===== src/rtl/sprite_draw_sched.sv =====
// sprite_draw_sched: shares one 8x8 sprite drawer between full-board refreshes and single-tile updates.
// Latency: begin_draw 3 cycles after an idle request; each tile occupies SETUP + ISSUE + DRAW_WAIT cycles.
// Backpressure: upd_ready = !full on the tile-update FIFO; refresh requests coalesce into one pending flag.
module sprite_draw_sched #(
  parameter int COLS       = 20,
  parameter int ROWS       = 15,
  parameter int DRAW_WAIT  = 65,
  parameter int FIFO_DEPTH = 4
) (
  input  logic       clk,
  input  logic       resetn,
  input  logic       refresh_req,
  input  logic       upd_valid,
  output logic       upd_ready,
  input  logic [4:0] upd_col,
  input  logic [3:0] upd_row,
  output logic [4:0] map_col,
  output logic [3:0] map_row,
  input  logic [2:0] map_sprite_id,
  output logic [7:0] x_out,
  output logic [6:0] y_out,
  output logic [2:0] sprite_id_out,
  output logic       begin_draw,
  output logic       busy,
  output logic       refresh_done
);

  localparam int AW = $clog2(FIFO_DEPTH);
  localparam int CW = $clog2(DRAW_WAIT);
  localparam logic [CW-1:0] WAIT_LAST = CW'(DRAW_WAIT - 1);
  localparam logic [4:0]    COL_LAST  = 5'(COLS - 1);
  localparam logic [3:0]    ROW_LAST  = 4'(ROWS - 1);

  typedef enum logic [1:0] {IDLE, SETUP, ISSUE, WAIT} state_t;

  state_t        state;
  logic          mode_refresh;
  logic          refresh_pend;
  logic [4:0]    col;
  logic [3:0]    row;
  logic [CW-1:0] cnt;

  // Tile-update FIFO: {col,row} entries, pointers carry one extra wrap bit.
  logic [8:0]  fifo_mem [FIFO_DEPTH];
  logic [AW:0] wr_ptr;
  logic [AW:0] rd_ptr;
  logic        fifo_empty;
  logic        fifo_full;
  logic        push;
  logic        keep;
  logic        pop;
  logic        in_range;
  logic [8:0]  fifo_head;

  assign fifo_empty = (wr_ptr == rd_ptr);
  assign fifo_full  = (wr_ptr[AW] != rd_ptr[AW]) && (wr_ptr[AW-1:0] == rd_ptr[AW-1:0]);
  assign upd_ready  = !fifo_full;
  assign fifo_head  = fifo_mem[rd_ptr[AW-1:0]];

  // Off-board updates complete the handshake but never occupy a slot, so they can never draw.
  assign in_range = (32'(upd_col) < 32'(COLS)) && (32'(upd_row) < 32'(ROWS));
  assign push     = upd_valid && upd_ready;
  assign keep     = push && in_range;

  // A pending refresh always wins the IDLE decision, so the FIFO is only popped when none is pending.
  assign pop = (state == IDLE) && !refresh_pend && !fifo_empty;

  assign busy    = (state != IDLE);
  assign map_col = col;
  assign map_row = row;

  // FIFO storage write; contents need no reset because the pointers define validity.
  always_ff @(posedge clk) begin
    if (keep) begin
      fifo_mem[wr_ptr[AW-1:0]] <= {upd_col, upd_row};
    end
  end

  // FIFO pointers: push and pop in the same cycle are both honoured.
  always_ff @(posedge clk or negedge resetn) begin
    if (!resetn) begin
      wr_ptr <= '0;
      rd_ptr <= '0;
    end else begin
      if (keep) wr_ptr <= wr_ptr + 1'b1;
      if (pop)  rd_ptr <= rd_ptr + 1'b1;
    end
  end

  // Pending refresh: a request in the IDLE decision cycle survives the clear and is served next.
  always_ff @(posedge clk or negedge resetn) begin
    if (!resetn) begin
      refresh_pend <= 1'b0;
    end else begin
      refresh_pend <= refresh_req || (refresh_pend && (state != IDLE));
    end
  end

  // Scheduler FSM: pick a tile, latch its anchor and sprite id, pulse the drawer, wait out the draw.
  always_ff @(posedge clk or negedge resetn) begin
    if (!resetn) begin
      state         <= IDLE;
      mode_refresh  <= 1'b0;
      col           <= '0;
      row           <= '0;
      cnt           <= '0;
      x_out         <= '0;
      y_out         <= '0;
      sprite_id_out <= '0;
      begin_draw    <= 1'b0;
      refresh_done  <= 1'b0;
    end else begin
      refresh_done <= 1'b0;
      case (state)
        IDLE: begin
          if (refresh_pend) begin
            mode_refresh <= 1'b1;
            col          <= '0;
            row          <= '0;
            state        <= SETUP;
          end else if (!fifo_empty) begin
            mode_refresh <= 1'b0;
            col          <= fifo_head[8:4];
            row          <= fifo_head[3:0];
            state        <= SETUP;
          end
        end
        SETUP: begin
          // map_sprite_id is the asynchronous map read of the registered col/row.
          sprite_id_out <= map_sprite_id;
          x_out         <= {col, 3'b000};
          y_out         <= {row, 3'b000};
          begin_draw    <= 1'b1;
          state         <= ISSUE;
        end
        ISSUE: begin
          begin_draw <= 1'b0;
          cnt        <= '0;
          state      <= WAIT;
        end
        WAIT: begin
          if (cnt == WAIT_LAST) begin
            cnt <= '0;
            if (!mode_refresh) begin
              state <= IDLE;
            end else if ((col == COL_LAST) && (row == ROW_LAST)) begin
              refresh_done <= 1'b1;
              state        <= IDLE;
            end else begin
              if (col == COL_LAST) begin
                col <= '0;
                row <= row + 1'b1;
              end else begin
                col <= col + 1'b1;
              end
              state <= SETUP;
            end
          end else begin
            cnt <= cnt + 1'b1;
          end
        end
        default: state <= IDLE;
      endcase
    end
  end

endmodule


===== config.mk =====
export PLATFORM = sky130hd
export DESIGN_NAME = sprite_draw_sched
export DESIGN_NICKNAME = d
export VERILOG_FILES = /design/src/rtl/sprite_draw_sched.sv
export SDC_FILE = /design/constraint.sdc
export NUM_CORES = 1
export LEC_CHECK = 0
export CAP_MARGIN = 20
export CORE_MARGIN = 3
export CORE_UTILIZATION = 45
export CTS_BUF_LIST = sky130_fd_sc_hd__clkbuf_2
export CTS_CLUSTER_DIAMETER = 80
export CTS_CLUSTER_SIZE = 25
export DETAILED_ROUTE_END_ITERATION = 10
export GPL_TIMING_DRIVEN = 0
export PLACE_DENSITY = 0.67
export SLEW_MARGIN = 20
export SYNTH_ARGS = -nofsm -noshare
export SYNTH_HDL_FRONTEND = slang
export SYNTH_SLANG_ARGS = --single-unit

===== constraint.sdc =====
create_clock -name clk -period 3.05 [get_ports clk]
set_input_delay 0.61 -clock clk [delete_from_list [all_inputs] [get_ports clk]]
set_output_delay 0.61 -clock clk [all_outputs]
set_load 0.02 [all_outputs]

==> results of run 1 <==
## routing by layer
layer | GRT usage, % | routed length [um]
met5 | 0 | 0
met4 | 5.05 | 60
met3 | 4.22 | 317
met2 | 25.9 | 3190
met1 | 20.0 | 2890
## worst paths after layout
path                            start          to
max reg2reg                map_col[0]  map_col[0]
min                            cnt[6]      cnt[6]
max                         wr_ptr[1]   upd_ready
min reg2reg                    cnt[6]      cnt[6]
min in group asynchronous      resetn      cnt[0]
max in group asynchronous      resetn    x_out[4]
## state kept, by name, summed over array words and instances (netlist names)
register	cells
begin_draw	1
cnt	7
fifo_mem	36
map_col	5
map_row	4
mode_refresh	1
rd_ptr	3
refresh_done	1
refresh_pend	1
sprite_id_out	3
state	2
wr_ptr	3
x_out	5
y_out	4
## critical path: stages (launching register included)
cell and delay [ns]:
sky130_fd_sc_hd__dfrtp_1 0.49, sky130_fd_sc_hd__xor2_1 0.23, sky130_fd_sc_hd__nor3_2 0.31, sky130_fd_sc_hd__inv_1 0.07
sky130_fd_sc_hd__clkdlybuf4s50_1 0.54
## Yosys cell counts, types with 2 or more instances
cell and number:
sky130_fd_sc_hd__a21oi_1 4, sky130_fd_sc_hd__clkbuf_1 3, sky130_fd_sc_hd__and3_1 2, sky130_fd_sc_hd__o21ai_0 11, sky130_fd_sc_hd__buf_6 2, sky130_fd_sc_hd__dfrtp_1 40, sky130_fd_sc_hd__a21o_1 2, sky130_fd_sc_hd__nand4_1 4
sky130_fd_sc_hd__a22o_1 2, sky130_fd_sc_hd__nor2_1 6, sky130_fd_sc_hd__mux2_2 15, sky130_fd_sc_hd__mux2_4 3, sky130_fd_sc_hd__buf_2 2, sky130_fd_sc_hd__nand3_1 5, sky130_fd_sc_hd__xnor2_1 5, sky130_fd_sc_hd__mux4_2 9
sky130_fd_sc_hd__nor3_1 2, sky130_fd_sc_hd__mux2i_1 4, sky130_fd_sc_hd__ha_1 15, sky130_fd_sc_hd__nand2_1 17, sky130_fd_sc_hd__a31oi_1 2, sky130_fd_sc_hd__o31ai_1 2, sky130_fd_sc_hd__nand2b_1 2, sky130_fd_sc_hd__inv_1 14
sky130_fd_sc_hd__a32oi_1 2, sky130_fd_sc_hd__and2_1 3, sky130_fd_sc_hd__o2bb2ai_1 2, sky130_fd_sc_hd__mux2_1 3, sky130_fd_sc_hd__edfxtp_1 36, sky130_fd_sc_hd__buf_4 6, sky130_fd_sc_hd__xor2_1 7
## timing repair
item,4_1_cts,5_1_grt
resized for setup,0,1
endpoints found under the hold margin,16,0
hold buffers,1,0
setup endpoints to repair,0,1
## cells by family after synthesis
family,count (synthesis)
XOR/XNOR,12
multiplexers,34
other,1
adder cells (fa/ha/maj),15
AND/OR/NAND/NOR,50
flip-flops,76
buffers and inverters,28
AO/OA/AOI/OAI,36
## power groups by stage
stage                     logic (mW)  registers, mW  clock network (mW)
after floorplan                 1.07           1.68                   0
after global placement          1.71           1.58                   0
after detailed placement        1.76           1.59                   0
after CTS                       1.76           1.57               0.674
after global routing            1.93           1.61               0.729
final                           1.75           1.57               0.653
## final cells by class
type	instances	area share, %
Sequential cell	76	48.7
Buffer	14	2.16
Clock buffer	9	1.05
Clock inverter	7	2.31
Multi-Input combinational cell	153	31.4
Timing Repair Buffer	43	10.3
Tap cell	99	2.89
Inverter	14	1.23
## per-stage QoR
stage / instances / setup WS [ns] / total power [mW]
2_1_floorplan: 257 / 0.955 / 2.75
3_3_place_gp: 396 / -0.130 / 3.30
3_5_place_dp: 398 / 0.436 / 3.35
4_1_cts: 415 / 0.109 / 4.01
5_1_grt: 415 / 0.119 / 4.27
6_report: 415 / 0.313 / 3.97
==> run summary, run 1 <==
The fill cell instance count of the final layout is 623. The placed instances occupy a cell area of 4120 um^2. The height of the die is 94.7 um. The areal power density over the cells came out at 927 nW/um^2. The leakage component of the power is 1.73 nW. The data required time at the worst endpoint came out at 2.44 ns.

The internal power of the cells came out at 2.48 mW. The path class of the tightest hold or removal check is register to register. The synthesized flop and latch total came out at 76.

The depth of the worst hold-timing path is 1. The final number of hold-violating endpoints is 0. The number of enable flip-flop cells after synthesis came out at 36. The residual overflow from global routing came out at 0. The fraction of the mapped netlist area in adder cells came out at 5.30%. Combinational cells account for 44.0% of the total power. Measured against the total synthesized area, the mux share comes to 13.8%.

At the end of routability-driven placement, the weighted congestion stood at 0.840. The die footprint is 8970 um^2. In the finished design, the share of the clock period the worst path needs comes to 89.7%. After detailed routing, the average wire length per cell comes to 15.6 um. The critical path start-end classification is register to output pin. The switching share of power came out at 37.5%. The post-layout minimum cycle time is 2.74 ns.

Setup violations remaining at the end of the flow were counted as 0. The fraction of post-synthesis cell area in the top cell type by area is 30.5%. Summed over all instances, the cell type with the most area after synthesis is sky130_fd_sc_hd__edfxtp_1. The number of remaining DRC errors is 0. The maximum clock insertion buffer count is 2. The post-synthesis async set-or-reset flop share came out at 52.6%. For the final routed database, the setup TNS stands at 0 ns.

The power dissipated by switching net loads came out at 1.49 mW. For this run, the leading register cell type out of synthesis is sky130_fd_sc_hd__dfrtp_1. The first global-routing pass estimated 10.6 mm of wire. The tree is rooted in a sky130_fd_sc_hd__clkbuf_2. The core area is 7450 um^2. For this run, the top clock speed supported by timing is 365 MHz. The flow ran to the end, and the final reports show no timing, DRC or antenna violations. The source-to-sink clock delay at the later pin of the worst-skew pair came out at 0.50 ns.

The normalized max-slew margin came out at 65.2%. The core utilization of the finished layout came out at 57.5%. The detailed-route via count is 2,162. The count of buffers added by post-CTS timing repair for setup is 0. The final count of pins violating max slew is 0. IR analysis of the VDD net gives a maximum drop of 0.304 mV. The worst hold slack after final layout is 0.521 ns. The power share of the sequential group came out at 39.5%.

The number of antenna violations at the first check in global routing is 0. The multi-input logic area is 1340 um^2. The number of detailed-route iterations in the first pass is 4. The number of sinks handled by clock tree synthesis is 76. Setup repair after global routing left no endpoint under its margin. The detailed placer's ending HPWL is 4.71 mm.

The library cell used most frequently in the layout, excluding fill and tap cells, is sky130_fd_sc_hd__dfrtp_1. From synthesis to final layout, the design area changed by 20.8%. The compound-gate portion of the synthesized area is 7.03%. Summing all flip-flop and latch instances after layout gives 2080 um^2.

The total inserted antenna cells is 0. The worst register-to-register path has a depth of 6. The synthesized instance count came out at 252. The count of distinct cell types in the synthesized netlist is 51. At the worst endpoint, the arrival time is 2.13 ns. The clock skew is 0.0226 ns.

The post-synthesis cell area is 3540 um^2. The total clock buffers created by CTS came out at 9. In this run the register-to-register setup slack is 0.77 ns.

The number of top-level design ports is 47. The share of total power in the clock network came out at 16.5%. The via density per instance is 5.21. The library cells used most frequently in the layout, excluding fill and tap cells, are sky130_fd_sc_hd__dfrtp_1, sky130_fd_sc_hd__clkdlybuf4s50_1, sky130_fd_sc_hd__edfxtp_1. The initial cell density of the core is 47.6%. The pin count of the biggest net entering global routing is 25. The average cell area after synthesis came out at 14.1 um^2. The clock tree synthesis step divided the H-tree into 3 levels. After synthesis, the largest family of logic cells by area is multiplexers.

The worst setup path is captured at an output pin. The startpoint type of the worst setup path is a register. The total length of routed wires came out at 6.46 mm.

Row generation in the floorplan step produced 31 rows. The first-iteration detailed-routing DRC count is 89. Yosys attributes the largest share of cell area to sky130_fd_sc_hd__edfxtp_1, sky130_fd_sc_hd__dfrtp_1, sky130_fd_sc_hd__mux4_2, sky130_fd_sc_hd__ha_1, sky130_fd_sc_hd__mux2_2.

Of all nets on the critical path, the largest fanout is 5. The part of the Yosys area used for sequential elements is 58.8%. The total number of nets in the final design came out at 342. In this run the remaining antenna-violating nets after routing total 0.

The area fraction in and, or, nand and nor cells after synthesis is 7.88%. Across every metal layer, demand over resource in global routing totals 15.7%. The CTS tree is done. The clock edge transition at the registers on the reported setup and hold paths came out at 0.21 ns. The fraction of layout cells with a size suffix above 1 is 19.3%. Port buffering added 40 buffers. The total number of yosys warnings is 0.

The number of maximum-capacitance violations came out at 0. The number of global-route vias before repair is 2,173. The area of all placed cells without fillers came out at 4280 um^2. In this run the horizontal extent of the chip is 94.7 um. The post-synthesis xor/xnor area fraction came out at 2.97%.

The transition time at the pin with the least slew margin is 0.515 ns.
(Power assumes the default switching activity.)
==> run 2, diff against run 1 <==
SETUP_SLACK_MARGIN = 0.15   (was unset)
==> run summary, run 2 (synthesis results as in run 1) <==
The total length of routed wires is 6.50 mm. The number of top-level design ports came out at 47. The areal power density over the cells came out at 931 nW/um^2. The first-iteration detailed-routing DRC count is 67.

The die footprint came out at 8970 um^2. The residual overflow from global routing is 0. Leaving out fill and tap cells, the most frequent cell in the layout is sky130_fd_sc_hd__dfrtp_1. The count of buffers added by post-CTS timing repair for setup came out at 0. The cell class contributing the biggest share of worst-path delay is buffers and inverters.

The number of global-route vias before repair is 2,173. The fraction of layout cells with a size suffix above 1 came out at 19.6%. The critical path contains buffers and inverters numbering 2 combined. The floorplan step set the die height to 94.7 um. The part of the cycle the worst path needs came out at 89.4%. The global routing met3 resource utilization is 4.22%. On the final layout, the worst hold slack is 0.512 ns.

Setup repair after global routing left no endpoint under its margin. The slowest stage of the critical path is the sky130_fd_sc_hd__clkdlybuf4s50_1 cell. The clock arrives with 0.0238 ns of skew. The fill cell instance count of the final layout came out at 621. The logic depth of the worst register-to-register path came out at 6. The width of the chip came out at 94.7 um.

The repair_antennas step left the layout with diodes totalling 0. Clock tree synthesis selected as its root buffer the cell sky130_fd_sc_hd__clkbuf_2. The wire length per cell after detailed routing came out at 15.7 um.

The flip-flop count of the largest register after layout is 36. The CTS tree is done. STA classifies the critical path startpoint as a register. In this run the worst path has a maximum fanout of 4. The number of antenna violations at the first check in global routing came out at 0.

The depth of the worst hold-timing path is 1. The normalized max-slew margin came out at 64.3%. In the routed design, unresolved DRC markers number 0. Entering global routing, the biggest net connects 25 pins. The logic depth of the worst path, buffers included is 4. The final RePlAce weighted congestion is 0.840.

The synthesis-to-layout area growth came out at 21.2%. The flow ran to the end, and the final reports show no timing, DRC or antenna violations. The met2 track demand over resource is 25.9%. The global-route wire length before repair came out at 10.6 mm. The worst setup path is captured at an output pin. The data required time at the worst endpoint came out at 2.44 ns.

The detailed-route via count came out at 2,183. The final number of hold-violating endpoints came out at 0. Summed over all cells, the static leakage comes to 1.74 nW. The library cells used most frequently in the layout, excluding fill and tap cells, are sky130_fd_sc_hd__dfrtp_1, sky130_fd_sc_hd__clkdlybuf4s50_1, sky130_fd_sc_hd__edfxtp_1. Using the TritonRoute via totals, the vias-per-cell ratio works out to 5.26. The number of sinks handled by clock tree synthesis is 76.

The total clock buffers created by CTS came out at 9. The reg-to-reg setup timing slack came out at 0.75 ns. The core area came out at 7450 um^2. The post-layout minimum cycle time came out at 2.73 ns. The clock edge transition at the registers on the reported setup and hold paths came out at 0.22 ns.

The CTS H-tree depth is 3. The later pin in the worst-skew pair is clocked with a latency of 0.51 ns. The final count of pins violating max slew came out at 0.

The maximum operating frequency came out at 367 MHz. The number of maximum-capacitance violations came out at 0. The transition time at the pin with the least slew margin is 0.528 ns.

The number of nets with antenna violations after detailed routing is 0. The clock passes through at most 2 buffers. The path class of the tightest hold or removal check is register to register. The met1 routing resource usage after global routing is 20.0%.

The initial cell density of the core is 47.6%. The number of failing setup endpoints in the final timing report is 0. Row generation in the floorplan step produced 31 rows. The total global-route track usage came out at 15.7%.

The number of I/O port buffers came out at 40. The detailed placer's ending HPWL is 4.71 mm. The worst-case IR drop observed on VDD is 0.306 mV. In this design, the stage delay of the slowest critical-path cell is 0.59 ns. The critical path in this run is classified as register to output pin. For this run, the post-layout net count is 342. The critical path goes through xor2_1 > nor3_4 > inv_1 > clkdlybuf4s50_1. The number of detailed-route iterations in the first pass came out at 6. The total power of the final layout came out at 4.00 mW.

The data arrival time of the critical path is 2.12 ns. The most used routing layer is met2.
## run 2: changes by cell type in the layout (fill, tap and decap cells not counted)
cell and change:
sky130_fd_sc_hd__xor2_2 +1, sky130_fd_sc_hd__xor2_1 -1, sky130_fd_sc_hd__nor3_2 -1, sky130_fd_sc_hd__nor3_4 +1
## run 2: path summary, 6_finish.rpt
check | startpoint | end
setup / recovery | rd_ptr[0] | upd_ready
hold / removal | cnt[6] | cnt[6]
setup reg to reg | map_col[1] | map_col[0]
hold reg to reg | cnt[6] | cnt[6]
max in group asynchronous | resetn | x_out[4]
min in group asynchronous | resetn | cnt[0]
## run 2: timing repair
| action | CTS | global route |
|---|---|---|
| endpoints found under the setup margin | 1 | 1 |
| endpoints found under the hold margin | 16 | 0 |
| hold buffers | 1 | 0 |
| resized for setup | 1 | 2 |
## run 2: per-stage QoR
| stage | area, um^2 | TNS, ns | setup slack [ns] | utilization (%) | std cells |
|---|---|---|---|---|---|
| after floorplan | 3560 | 0 | 0.955 | - | 257 |
| after global placement | 4090 | -1.21 | -0.130 | 54.9 | 396 |
| after detailed placement | 4120 | 0 | 0.436 | 55.3 | 398 |
| after CTS | 4280 | 0 | 0.242 | 57.5 | 415 |
| after global routing | 4290 | 0 | 0.186 | 57.6 | 415 |
| final | 4290 | 0 | 0.323 | 57.6 | 415 |
## run 2: worst reg2reg max path: cells and delay by family, from the launching register on
family,cells,cell delay [ns]
fa+ha+maj,1,0.30
buf+inv,1,0.13
compound gates,1,0.24
mux,1,0.29
flops,1,0.49
simple gates,2,0.75
## run 2: routing by layer
metal  up-vias  routed length [um]
li1       1043                   -
met1      1073                2860
met2        58                3220
met3         9                 356
met4         0                  61
met5         -                   0
## run 2: power breakdown
group          internal, mW  leakage, nW  switching (mW)
combinational         0.863        0.822           0.907
sequential             1.35        0.833           0.224
clock                 0.277       0.0829           0.378
total                  2.49         1.74            1.51
## run 2: area by class of cell
cell class                 count  area (um^2)  area share (%)
sequential                    76         2080            48.5
tap                           99          124            2.89
buffer                        14         92.6            2.16
multi-input combinational    153         1360            31.6
clock inverter                 7         98.8            2.30
inverter                      14         52.6            1.22
clock buffer                   9         45.0            1.05
timing repair buffer          43          440            10.3
